$ cat src/rtl/reg_dump_ctrl_pkg.sv
// Shared types and widths for the register-file dump controller.
// Holds the FSM state encoding, the index/data widths and the captured-word payload.
package reg_dump_ctrl_pkg;

    localparam int unsigned IDX_W  = 4;
    localparam int unsigned DATA_W = 32;

    typedef enum logic [1:0] {
        ST_IDLE    = 2'd0,
        ST_FETCH   = 2'd1,
        ST_PRESENT = 2'd2,
        ST_FINISH  = 2'd3
    } state_e;

    // One captured register: index plus value.
    typedef struct packed {
        logic [IDX_W-1:0]  idx;
        logic [DATA_W-1:0] data;
    } word_t;

endpackage : reg_dump_ctrl_pkg

$ cat src/rtl/reg_dump_ctrl.sv
// Debug read-out controller: on i_start walks register indices FIRST_REG..LAST_REG
// through one register-file read port and hands each captured value downstream
// over a valid/ready handshake.
// Ports:
//   i_clk, i_reset_n   clock, synchronous active-low reset
//   i_start            dump request, sampled only while idle
//   o_rd_addr          register-file read address (0 when idle)
//   i_rd_data          combinational read data for o_rd_addr
//   o_out_data/o_out_idx/o_out_valid/i_out_ready   word handshake to the consumer
//   o_busy             dump in progress (selects this block on the external read mux)
//   o_done             one-cycle pulse after the last word is accepted
module reg_dump_ctrl
    import reg_dump_ctrl_pkg::*;
#(
    parameter int unsigned FIRST_REG = 0,
    parameter int unsigned LAST_REG  = 15
) (
    input  logic              i_clk,
    input  logic              i_reset_n,
    input  logic              i_start,
    output logic [IDX_W-1:0]  o_rd_addr,
    input  logic [DATA_W-1:0] i_rd_data,
    output logic [DATA_W-1:0] o_out_data,
    output logic [IDX_W-1:0]  o_out_idx,
    output logic              o_out_valid,
    input  logic              i_out_ready,
    output logic              o_busy,
    output logic              o_done
);

    localparam logic [IDX_W-1:0] FIRST_IDX = IDX_W'(FIRST_REG);
    localparam logic [IDX_W-1:0] LAST_IDX  = IDX_W'(LAST_REG);

    // Reject an empty or out-of-range dump window when the design is elaborated.
    if ((FIRST_REG > LAST_REG) || (LAST_REG > 15)) begin : g_bad_range
        $error("reg_dump_ctrl: illegal range FIRST_REG=%0d LAST_REG=%0d", FIRST_REG, LAST_REG);
    end

    state_e           r_state;
    state_e           w_state_nxt;
    logic [IDX_W-1:0] r_idx;
    logic [IDX_W-1:0] w_idx_nxt;
    logic [IDX_W-1:0] r_rd_addr;
    word_t            r_word;
    word_t            w_word_nxt;
    logic             r_valid;
    logic             r_busy;
    logic             r_done;

    // Next-state, index and capture logic.
    always_comb begin
        w_state_nxt = r_state;
        w_idx_nxt   = r_idx;
        w_word_nxt  = r_word;
        case (r_state)
            ST_IDLE: begin
                if (i_start) begin
                    w_state_nxt = ST_FETCH;
                    w_idx_nxt   = FIRST_IDX;
                end
            end
            ST_FETCH: begin
                // Snapshot taken on the edge leaving FETCH; a same-edge write is not seen.
                w_word_nxt  = '{idx: r_idx, data: i_rd_data};
                w_state_nxt = ST_PRESENT;
            end
            ST_PRESENT: begin
                if (r_valid && i_out_ready) begin
                    if (r_idx == LAST_IDX) begin
                        w_state_nxt = ST_FINISH;
                    end else begin
                        w_idx_nxt   = r_idx + IDX_W'(1);
                        w_state_nxt = ST_FETCH;
                    end
                end
            end
            ST_FINISH: begin
                w_state_nxt = ST_IDLE;
            end
            default: begin
                w_state_nxt = ST_IDLE;
            end
        endcase
    end

    // State and registered outputs, all decoded from the next state.
    always_ff @(posedge i_clk) begin
        if (!i_reset_n) begin
            r_state   <= ST_IDLE;
            r_idx     <= '0;
            r_rd_addr <= '0;
            r_word    <= '0;
            r_valid   <= 1'b0;
            r_busy    <= 1'b0;
            r_done    <= 1'b0;
        end else begin
            r_state   <= w_state_nxt;
            r_idx     <= w_idx_nxt;
            r_word    <= w_word_nxt;
            r_rd_addr <= (w_state_nxt == ST_IDLE) ? '0 : w_idx_nxt;
            r_valid   <= (w_state_nxt == ST_PRESENT);
            r_busy    <= (w_state_nxt != ST_IDLE);
            r_done    <= (w_state_nxt == ST_FINISH);
        end
    end

    assign o_rd_addr   = r_rd_addr;
    assign o_out_data  = r_word.data;
    assign o_out_idx   = r_word.idx;
    assign o_out_valid = r_valid;
    assign o_busy      = r_busy;
    assign o_done      = r_done;

endmodule : reg_dump_ctrl

$ cat config.mk
export PLATFORM = sky130hd
export DESIGN_NAME = reg_dump_ctrl
export DESIGN_NICKNAME = d
export VERILOG_FILES = /design/src/rtl/reg_dump_ctrl_pkg.sv /design/src/rtl/reg_dump_ctrl.sv
export SDC_FILE = /design/constraint.sdc
export NUM_CORES = 1
export LEC_CHECK = 0
export BUFFER_PORTS_ARGS = -buffer_cell sky130_fd_sc_hd__buf_4
export CORE_ASPECT_RATIO = 1.4
export CORE_MARGIN = 5
export CORE_UTILIZATION = 42
export CTS_CLUSTER_DIAMETER = 40
export DETAILED_ROUTE_END_ITERATION = 7
export PLACE_DENSITY = 0.74
export RECOVER_POWER = 50
export SYNTH_ARGS = -nofsm -noshare
export SYNTH_HDL_FRONTEND = slang
export SYNTH_SLANG_ARGS = --single-unit
$ cat constraint.sdc
create_clock -name i_clk -period 1.39 [get_ports i_clk]
set_input_delay 0.278 -clock i_clk [delete_from_list [all_inputs] [get_ports i_clk]]
set_output_delay 0.278 -clock i_clk [all_outputs]
set_load 0.03 [all_outputs]
==> results of run 1 <==
kinds of logic (layout without fill, tap and decap cells):
group,count (synthesis),count (layout),synth area share (%)
compound gates,51,51,19.99
fa+ha+maj,1,1,0.6639
buf+inv,15,95,3.983
flops,49,49,52.06
simple gates,97,97,23.31
placed cells by master (no fill, tap or decap), types with 2 or more instances in the layout:
cell      Yosys  layout
dfxtp_2       0       4
clkbuf_2      0       2
clkbuf_1      4      42
buf_12        0       2
nand2b_1      2       2
a21boi_0     39      39
buf_4         0      42
nand2_1      75      75
dfxtp_1      49      45
nor4_1        3       3
a21oi_1       4       4
nor4b_1       2       2
o211ai_1      2       2
clkbuf_8      0       5
state kept, by name, indices dropped and copies added, names as in the netlist:
name,count
o_out_idx,4
o_out_data,32
o_busy,1
o_rd_addr,4
o_done,1
r_idx,4
o_out_valid,1
r_state,2
worst max-delay path: cells and delay by family, from the launching register on:
| family | cells | cell delay (ns) |
|---|---|---|
| AND/OR/NAND/NOR | 2 | 0.68 |
| flip-flops | 1 | 0.34 |
| AO/OA/AOI/OAI | 1 | 0.13 |
| adder cells (fa/ha/maj) | 1 | 0.16 |
area by class of cell:
class / instances / area, um^2
fill: 434 / 1762
sequential: 49 / 985.9
multi-input combinational: 149 / 848.3
timing repair buffer: 86 / 515.5
clock buffer: 7 / 76.32
tap: 60 / 75.07
clock inverter: 1 / 7.507
inverter: 1 / 3.754
through the flow:
| stage | utilization (%) | TNS, ns | instance area, um^2 | hold slack [ns] | instances |
|---|---|---|---|---|---|
| floorplan | - | -0.09141 | 1904 | 0.4229 | 213 |
| global placement | 60.39 | 0 | 2581 | 0.4496 | 345 |
| detailed placement | 60.39 | 0 | 2581 | 0.4562 | 345 |
| CTS | 62.35 | 0 | 2665 | 0.2197 | 353 |
| global route | 58.78 | -0.02201 | 2512 | 0.2233 | 353 |
| finish | 58.78 | 0 | 2512 | 0.2307 | 353 |
where the power goes:
part | switching, mW | internal (mW) | leakage [nW]
logic | 0.253 | 0.164 | 0.505
clock network | 0.440 | 0.356 | 0.0385
registers | 0.0341 | 1.46 | 0.400
total | 0.727 | 1.98 | 0.943
how the worst max path moves through the flow:
stage | to | slack, ns | start
final | r_idx[0] | 0.01 | r_idx[1]
after global routing | r_idx[0] | -0.02 | r_idx[0]
after CTS | r_idx[0] | 0.02 | r_idx[1]
after detailed placement | r_idx[0] | 0.03 | r_idx[1]
after global placement | o_rd_addr[0] | 0.06 | r_idx[1]
after floorplan | r_idx[0] | -0.05 | r_idx[0]
routing by layer:
layer | track usage [%] | vias up | part of all wire (%) | routed length (um)
met5 | 0 | - | 0 | 0
met4 | 6.470 | 0 | 1.3 | 58
met3 | 6.289 | 4 | 9.5 | 428
met2 | 26.17 | 67 | 48 | 2147
met1 | 18.42 | 759 | 42 | 1885
li1 | - | 866 | - | -
==> run_results.csv, run 1 <==
group,metric,value,unit
grt,grt.overflow.total,0,
pwr,p_leak,0.9433,nW
logic_synthesis,syn-num-nets,250,
logic_synthesis,netlist_top_cells_area,"dfxtp_1 (52%), a21boi_0 (16%), nand2_1 (15%)",
drt,detail-route-antenna-nets,0,
place,io_buffers,78,
sta,setup_viol,0,
worst_hold_path,min_path_type,"input pin to register",
sta,drv_slew,0,
worst_setup_path,critPathLaunchType,"register",
pwr,power_density,1078,nW/um^2
clocking,clk_latency,0.29,ns
logic_synthesis,synth_ff_type,"dfxtp_1",
final_layout,layout-drive-gt1-share,21.84,%
die,core,4274,um^2
clocking,clock_sinks,49,
sta,slew_headroom,73.68,%
clocking,cts_tree,"yes",
logic_synthesis,synth_commonest_cells,"nand2_1 (75), dfxtp_1 (49), a21boi_0 (39), buf_2 (9)",
clocking,post-cts-setup-buffers,0,
worst_hold_path,whs_path_depth,3,
run,cap_viol_max_count,0,
logic_synthesis,synth_edf_count,0,
worst_hold_path,hold_start,"i_rd_data[2]",
drt,wirelength,4519,um
die,die_h,89.26,um
clocking,htree_levels,2,
grt,antenna_found_initial,0,
worst_setup_path,crit_path_max_incr_delay,0.50,ns
worst_setup_path,crit_arrival,1.61,ns
place,detailed_place_hpwl,3191,um
worst_hold_path,hold_path_end,"o_out_data[2]",
worst_setup_path,reg2regPathDepth,4,
logic_synthesis,synth_cell_types,33,
sta,finalHoldViolCount,0,
logic_synthesis,syn-instance-count,213,
logic_synthesis,yosysWarnings,0,
sta,tightest_slew,0.3965,ns
worst_setup_path,required,1.62,ns
die,start_util,44.09,%
grt,grt_pass1_vias,1594,
worst_setup_path,path_class,"register to register",
sta,finalClockSkew,0.002814,ns
clocking,clk_pin_slew,0.08,ns
final_layout,area_growth,33.33,%
pwr,vdd_drop_max,0.8068,mV
logic_synthesis,avgSynthCellArea,8.847,um^2
logic_synthesis,yosysTopAreaCell,"dfxtp_1",
worst_setup_path,cp_slowest_cell,"or4b_4",
worst_setup_path,timing.rr.start,"r_idx[1]",
logic_synthesis,synthArstFlopShare,0,%
drt,drc,0,
logic_synthesis,synth.most_common_cell,"nand2_1",
clocking,hold_buffers,0,
clocking,post_cts_resized,0,
logic_synthesis,ys_seq_elements,49,
final_layout,antenna_cells,0,
place,place_congestion,0.8399,
grt,grt_pass1_wl,7272,um
drt,drtIter0Drc,95,
logic_synthesis,syn_area,1884,um^2
die,rows,28,
final_layout,fin_nets,329,
grt,grt_use_total,15.92,%
grt,grt_max_degree,38,
drt,num_vias,1696,
logic_synthesis,synth_top_area_share,52.06,%
worst_setup_path,path_cells,"ha_4 -> and3_4 -> or4b_4 -> a21boi_2",
die,io_pins,79,
pwr,power,2.709,mW
die,die_width,66.61,um
clocking,clock_path_buffers,2,
sta,rsz0062_at_grt,"yes",
clocking,root_buffer,"clkbuf_8",
sta,fmaxAchievable,0.7259,GHz
drt,viasPerCell,4.805,
place,pre_cts_ws,0.03412,ns
drt,firstDrtPassIters,4,
worst_setup_path,r2r_end,"r_idx[0]",
sta,finalCriticalPeriod,1.378,ns
logic_synthesis,ys_seq_area_share,52.06,%
worst_setup_path,crit_path_end_kind,"register",
die,dieArea,5945,um^2
drt,wl_per_cell,12.80,um
sta,finalCritPeriodShare,99.11,%
clocking,cts_made_buffers,5,
worst_setup_path,path_max_fanout,3,
sta,fin_ws,0.01237,ns
worst_setup_path,regToRegSetupSlack,0.01,ns
run_status,outcome,"finished, final reports clean",
No activity file was read; power rests on OpenSTA's default activity.
==> inputs of run 2 (changes only) <==
--- a/config.mk
+++ b/config.mk
@@ -5,13 +5,15 @@
 export SDC_FILE = /design/constraint.sdc
 export NUM_CORES = 1
 export LEC_CHECK = 0
-export BUFFER_PORTS_ARGS = -buffer_cell sky130_fd_sc_hd__buf_4
+export BUFFER_PORTS_ARGS = -buffer_cell sky130_fd_sc_hd__buf_2
+export CELL_PAD_IN_SITES_DETAIL_PLACEMENT = 0
+export CELL_PAD_IN_SITES_GLOBAL_PLACEMENT = 2
 export CORE_ASPECT_RATIO = 1.4
 export CORE_MARGIN = 5
-export CORE_UTILIZATION = 42
+export CORE_UTILIZATION = 24
 export CTS_CLUSTER_DIAMETER = 40
 export DETAILED_ROUTE_END_ITERATION = 7
-export PLACE_DENSITY = 0.74
+export PLACE_DENSITY_LB_ADDON = 0.1
 export RECOVER_POWER = 50
 export SYNTH_ARGS = -nofsm -noshare
 export SYNTH_HDL_FRONTEND = slang
==> run 2 against run 1 <==
Net effect:
- final cell count increased by 13%
- first-iteration DRC count down 48%
- sequential power about the same
- hold slack lost 0.012 ns
- largest power group unchanged
- highest routed layer unchanged
==> run_results.csv, run 2 (synthesis gave the netlist of run 1 again) <==
group,metric,value,unit
clocking,clock_sinks,49,
grt,grt.overflow.total,0,
grt,grt_pass1_vias,1675,
final_layout,fin_area,2520,um^2
final_layout,antenna_cells,0,
place,dpl_cell_area,2481,um^2
worst_setup_path,crit_path_end_kind,"register",
grt,grt_max_degree,28,
clocking,root_buffer,"clkbuf_8",
drt,wirelength,5257,um
final_layout,largest_reg_flops,32,
sta,slew_headroom,72.11,%
clocking,clk_pin_slew,0.09,ns
die,die_width,84.89,um
sta,finalCriticalPeriod,1.374,ns
clocking,clk_latency,0.29,ns
sta,tightest_slew,0.4201,ns
sta,fin_ws,0.01608,ns
worst_setup_path,critPathLaunchType,"register",
sta,rsz0062_at_grt,"yes",
drt,firstDrtPassIters,4,
sta,setup_viol,0,
final_layout,fin_nets,336,
drt,viasPerCell,4.275,
worst_setup_path,path_class,"register to register",
run,cap_viol_max_count,0,
drt,detail-route-antenna-nets,0,
pwr,vdd_drop_max,0.5060,mV
place,detailed_place_hpwl,3914,um
final_layout,final_common_cell,"nand2_1",
clocking,htree_levels,2,
worst_setup_path,path_max_fanout,3,
drt,num_vias,1710,
worst_hold_path,min_path_type,"input pin to register",
sta,finalHoldViolCount,0,
sta,fmaxAchievable,0.7278,GHz
sta,finalCritPeriodShare,98.84,%
clocking,cts_tree,"yes",
die,dieArea,9748,um^2
die,io_pins,79,
drt,drc,0,
grt,grt_pass1_wl,8321,um
drt,wl_per_cell,13.14,um
sta,hold_ws,0.2182,ns
place,pre_cts_ws,0.03589,ns
place,place_congestion,0.7442,
die,rows,38,
drt,drtIter0Drc,49,
clocking,cts_made_buffers,5,
die,core,7702,um^2
worst_setup_path,required,1.62,ns
sta,drv_slew,0,
worst_setup_path,crit_arrival,1.60,ns
final_layout,most-common-layout-cells,"nand2_1 (75), dfxtp_1 (47), clkbuf_1 (45), a21boi_0 (39), buf_2 (35)",
run_status,outcome,"finished, final reports clean",
die,start_util,24.46,%
grt,grt_use_total,10.79,%
die,die_h,114.8,um
final_layout,area_growth,33.73,%
pwr,power_density,1081,nW/um^2
final_layout,layout-drive-gt1-share,22.00,%
clocking,clock_path_buffers,2,
pwr,p_leak,0.9423,nW
sta,finalClockSkew,0.004127,ns
grt,antenna_found_initial,0,
place,io_buffers,78,
pwr,power,2.724,mW
-- run 2: final timing paths --
kind	startpoint	endpoint	slack, ns	cells past startpoint
hold / removal	i_rd_data[22]	o_out_data[22]	0.22	3
setup / recovery	r_idx[1]	o_rd_addr[0]	0.02	4
hold reg to reg	o_out_data[17]	o_out_data[17]	0.46	2
setup reg to reg	r_idx[1]	o_rd_addr[0]	0.02	4
-- run 2: layout make-up --
class	instances	area [um^2]
Tap cell	100	125.1
Timing Repair Buffer	93	479.2
Fill cell	887	5182
Inverter	1	3.754
Multi-Input combinational cell	149	848.3
Clock buffer	8	80.08
Sequential cell	49	983.4
-- run 2: repair_timing --
action                     CTS  global route
setup endpoints to repair    0             3
hold buffers                 0             0
setup buffers                0             1
resized for setup            0             1
-- run 2: metal layers --
layer | share of wire, % | wire, um | vias to the layer above | global-route usage [%]
met4 | 1.3 | 70 | 0 | 3.485
met2 | 51 | 2690 | 47 | 19.29
met3 | 6.4 | 335 | 6 | 3.297
met5 | 0 | 0 | - | 0
met1 | 41 | 2161 | 777 | 12.22
li1 | - | - | 880 | -
-- run 2: power by group --
group | total, mW | internal [mW] | switching (mW)
Clock | 0.819 | 0.359 | 0.460
Combinational | 0.411 | 0.149 | 0.262
Sequential | 1.49 | 1.46 | 0.0334
Total | 2.72 | 1.97 | 0.756
-- run 2: critical path, cell delays in order (launching register included) --
cell and delay [ns]:
dfxtp_2 0.34, ha_4 0.16, and3_4 0.18, or4b_4 0.49, a21oi_2 0.13
-- run 2: stage by stage --
stage               util (%)   TNS, ns  std cells
finish                 32.72         0        400
detailed placement     32.21         0        391
global placement       32.21         0        391
floorplan                  -  -0.09141        213
global route           32.72   -0.1105        400
CTS                    33.25         0        399
==> inputs of run 3 (changes only) <==
--- a/config.mk
+++ b/config.mk
@@ -5,14 +5,14 @@
 export SDC_FILE = /design/constraint.sdc
 export NUM_CORES = 1
 export LEC_CHECK = 0
-export BUFFER_PORTS_ARGS = -buffer_cell sky130_fd_sc_hd__buf_2
 export CELL_PAD_IN_SITES_DETAIL_PLACEMENT = 0
 export CELL_PAD_IN_SITES_GLOBAL_PLACEMENT = 2
 export CORE_ASPECT_RATIO = 1.4
 export CORE_MARGIN = 5
-export CORE_UTILIZATION = 24
+export CORE_UTILIZATION = 31
 export CTS_CLUSTER_DIAMETER = 40
 export DETAILED_ROUTE_END_ITERATION = 7
+export DONT_BUFFER_PORTS = 1
 export PLACE_DENSITY_LB_ADDON = 0.1
 export RECOVER_POWER = 50
 export SYNTH_ARGS = -nofsm -noshare
==> run 3 against run 2 <==
Net effect:
- global-route usage is 1.3 points higher
- final area is 16% lower
- sequential power is 8% higher
- final cell count is 29% lower
- critical path type unchanged
==> run_results.csv, run 3 (synthesis gave the netlist of run 1 again) <==
group,metric,value,unit
die,die_width,75.89,um
drt,detail-route-antenna-nets,0,
final_layout,area_growth,12.35,%
die,dieArea,7759,um^2
sta,fmaxAchievable,0.7317,GHz
worst_setup_path,crit_arrival,1.59,ns
pwr,power,2.629,mW
drt,wirelength,4523,um
clocking,hold_buffers,0,
pwr,vdd_drop_max,0.4492,mV
run,cap_viol_max_count,0,
drt,wl_per_cell,15.87,um
run_status,outcome,"finished, final reports clean",
final_layout,fin_nets,252,
final_layout,most-common-layout-cells,"nand2_1 (75), dfxtp_1 (45), a21boi_0 (39), buf_4 (7), clkbuf_8 (6)",
grt,grt_pass1_vias,1459,
grt,grt_use_total,12.05,%
clocking,clk_pin_slew,0.08,ns
die,die_h,102.2,um
sta,setup_tns,0,ns
drt,viasPerCell,5.123,
drt,drc,0,
clocking,cts_made_buffers,5,
worst_setup_path,reg2regPathDepth,4,
die,io_pins,79,
sta,rsz0062_at_grt,"yes",
worst_setup_path,r2r_end,"o_rd_addr[0]",
final_layout,final_common_cell,"nand2_1",
final_layout,antenna_cells,0,
sta,tightest_slew,0.3605,ns
worst_setup_path,timing.rr.start,"r_idx[1]",
pwr,p_leak,0.7242,nW
place,detailed_place_hpwl,3234,um
worst_setup_path,crit_path_end_kind,"register",
sta,fin_ws,0.02323,ns
final_layout,utilization,35.86,%
final_layout,fillerInstances,635,
worst_setup_path,regToRegSetupSlack,0.02,ns
worst_setup_path,critPathLaunchType,"register",
die,start_util,31.91,%
clocking,clock_sinks,49,
clocking,cts_tree,"yes",
place,place_congestion,0.8147,
place,io_buffers,0,
die,core,5904,um^2
clocking,root_buffer,"clkbuf_8",
grt,grt.overflow.total,0,
sta,drv_slew,0,
drt,drtIter0Drc,47,
die,rows,33,
final_layout,largest_reg_flops,32,
grt,grt_max_degree,46,
grt,grt_pass1_wl,7079,um
sta,slew_headroom,75.93,%
final_layout,layout-drive-gt1-share,13.49,%
worst_hold_path,hold_start,"i_reset_n",
worst_setup_path,required,1.62,ns
clocking,htree_levels,2,
sta,finalCriticalPeriod,1.367,ns
place,pre_cts_ws,0.04709,ns
clocking,post_cts_resized,0,
worst_hold_path,min_path_type,"input pin to register",
worst_hold_path,whs_path_depth,1,
pwr,power_density,1242,nW/um^2
grt,antenna_found_initial,0,
clocking,clock_path_buffers,2,
sta,finalCritPeriodShare,98.33,%
worst_setup_path,path_max_fanout,3,
worst_hold_path,hold_path_end,"o_done",
sta,finalClockSkew,0.002902,ns
worst_setup_path,path_class,"register to register",
clocking,post-cts-setup-buffers,0,
sta,setup_viol,0,
drt,firstDrtPassIters,4,
sta,finalHoldViolCount,0,
clocking,clk_latency,0.29,ns
drt,num_vias,1460,
-- run 3: changes by cell type in the layout (fill, tap and decap cells not counted), moves of 2 or more --
cell,delta
buf_2,-35
buf_4,-5
clkbuf_1,-44
dfxtp_1,-2
dfxtp_2,+2
nor4_1,-2
nor4_2,+2
-- run 3: power breakdown --
group / internal [mW] / leakage [nW] / total (mW) / switching [mW]
clock: 0.396 / 0.0443 / 0.831 / 0.435
combinational: 0.0879 / 0.280 / 0.192 / 0.104
sequential: 1.46 / 0.400 / 1.61 / 0.145
total: 1.94 / 0.724 / 2.63 / 0.684
-- run 3: worst max path at each step --
stage,start,endpoint,slack [ns]
after floorplan,r_idx[0],r_idx[0],-0.05
after global placement,r_idx[1],o_rd_addr[0],0.06
after detailed placement,r_idx[0],o_rd_addr[0],0.05
after CTS,r_idx[1],o_rd_addr[0],0.03
after global routing,r_idx[1],r_idx[0],-0.009
final,r_idx[1],o_rd_addr[0],0.02
-- run 3: critical path: stages (launching register included) --
cell     delay [ns]
dfxtp_2        0.34
ha_4           0.16
and3_4         0.18
or4b_4         0.50
a21oi_2        0.12
-- run 3: layout make-up --
cell class	instances	area [um^2]	area share, %
Inverter	1	3.754	0.1773
Sequential cell	49	985.9	46.57
Timing Repair Buffer	9	92.59	4.374
Tap cell	70	87.58	4.137
Multi-Input combinational cell	149	860.8	40.66
Clock buffer	7	86.33	4.078
-- run 3: metal layers --
metal	global-route usage, %	routed length [um]	vias up
met2	21.37	2225	58
met4	4.441	65	0
met3	4.921	542	5
met1	12.36	1690	685
met5	0	0	-
li1	-	-	712
-- run 3: stage by stage --
step           instances  area [um^2]  hold WS, ns
6_report             285         2117       0.1182
5_1_grt              285         2117       0.1007
4_1_cts              285         2102       0.1038
3_5_place_dp         278         2016       0.4257
3_3_place_gp         278         2016       0.4239
2_1_floorplan        213         1904       0.4229
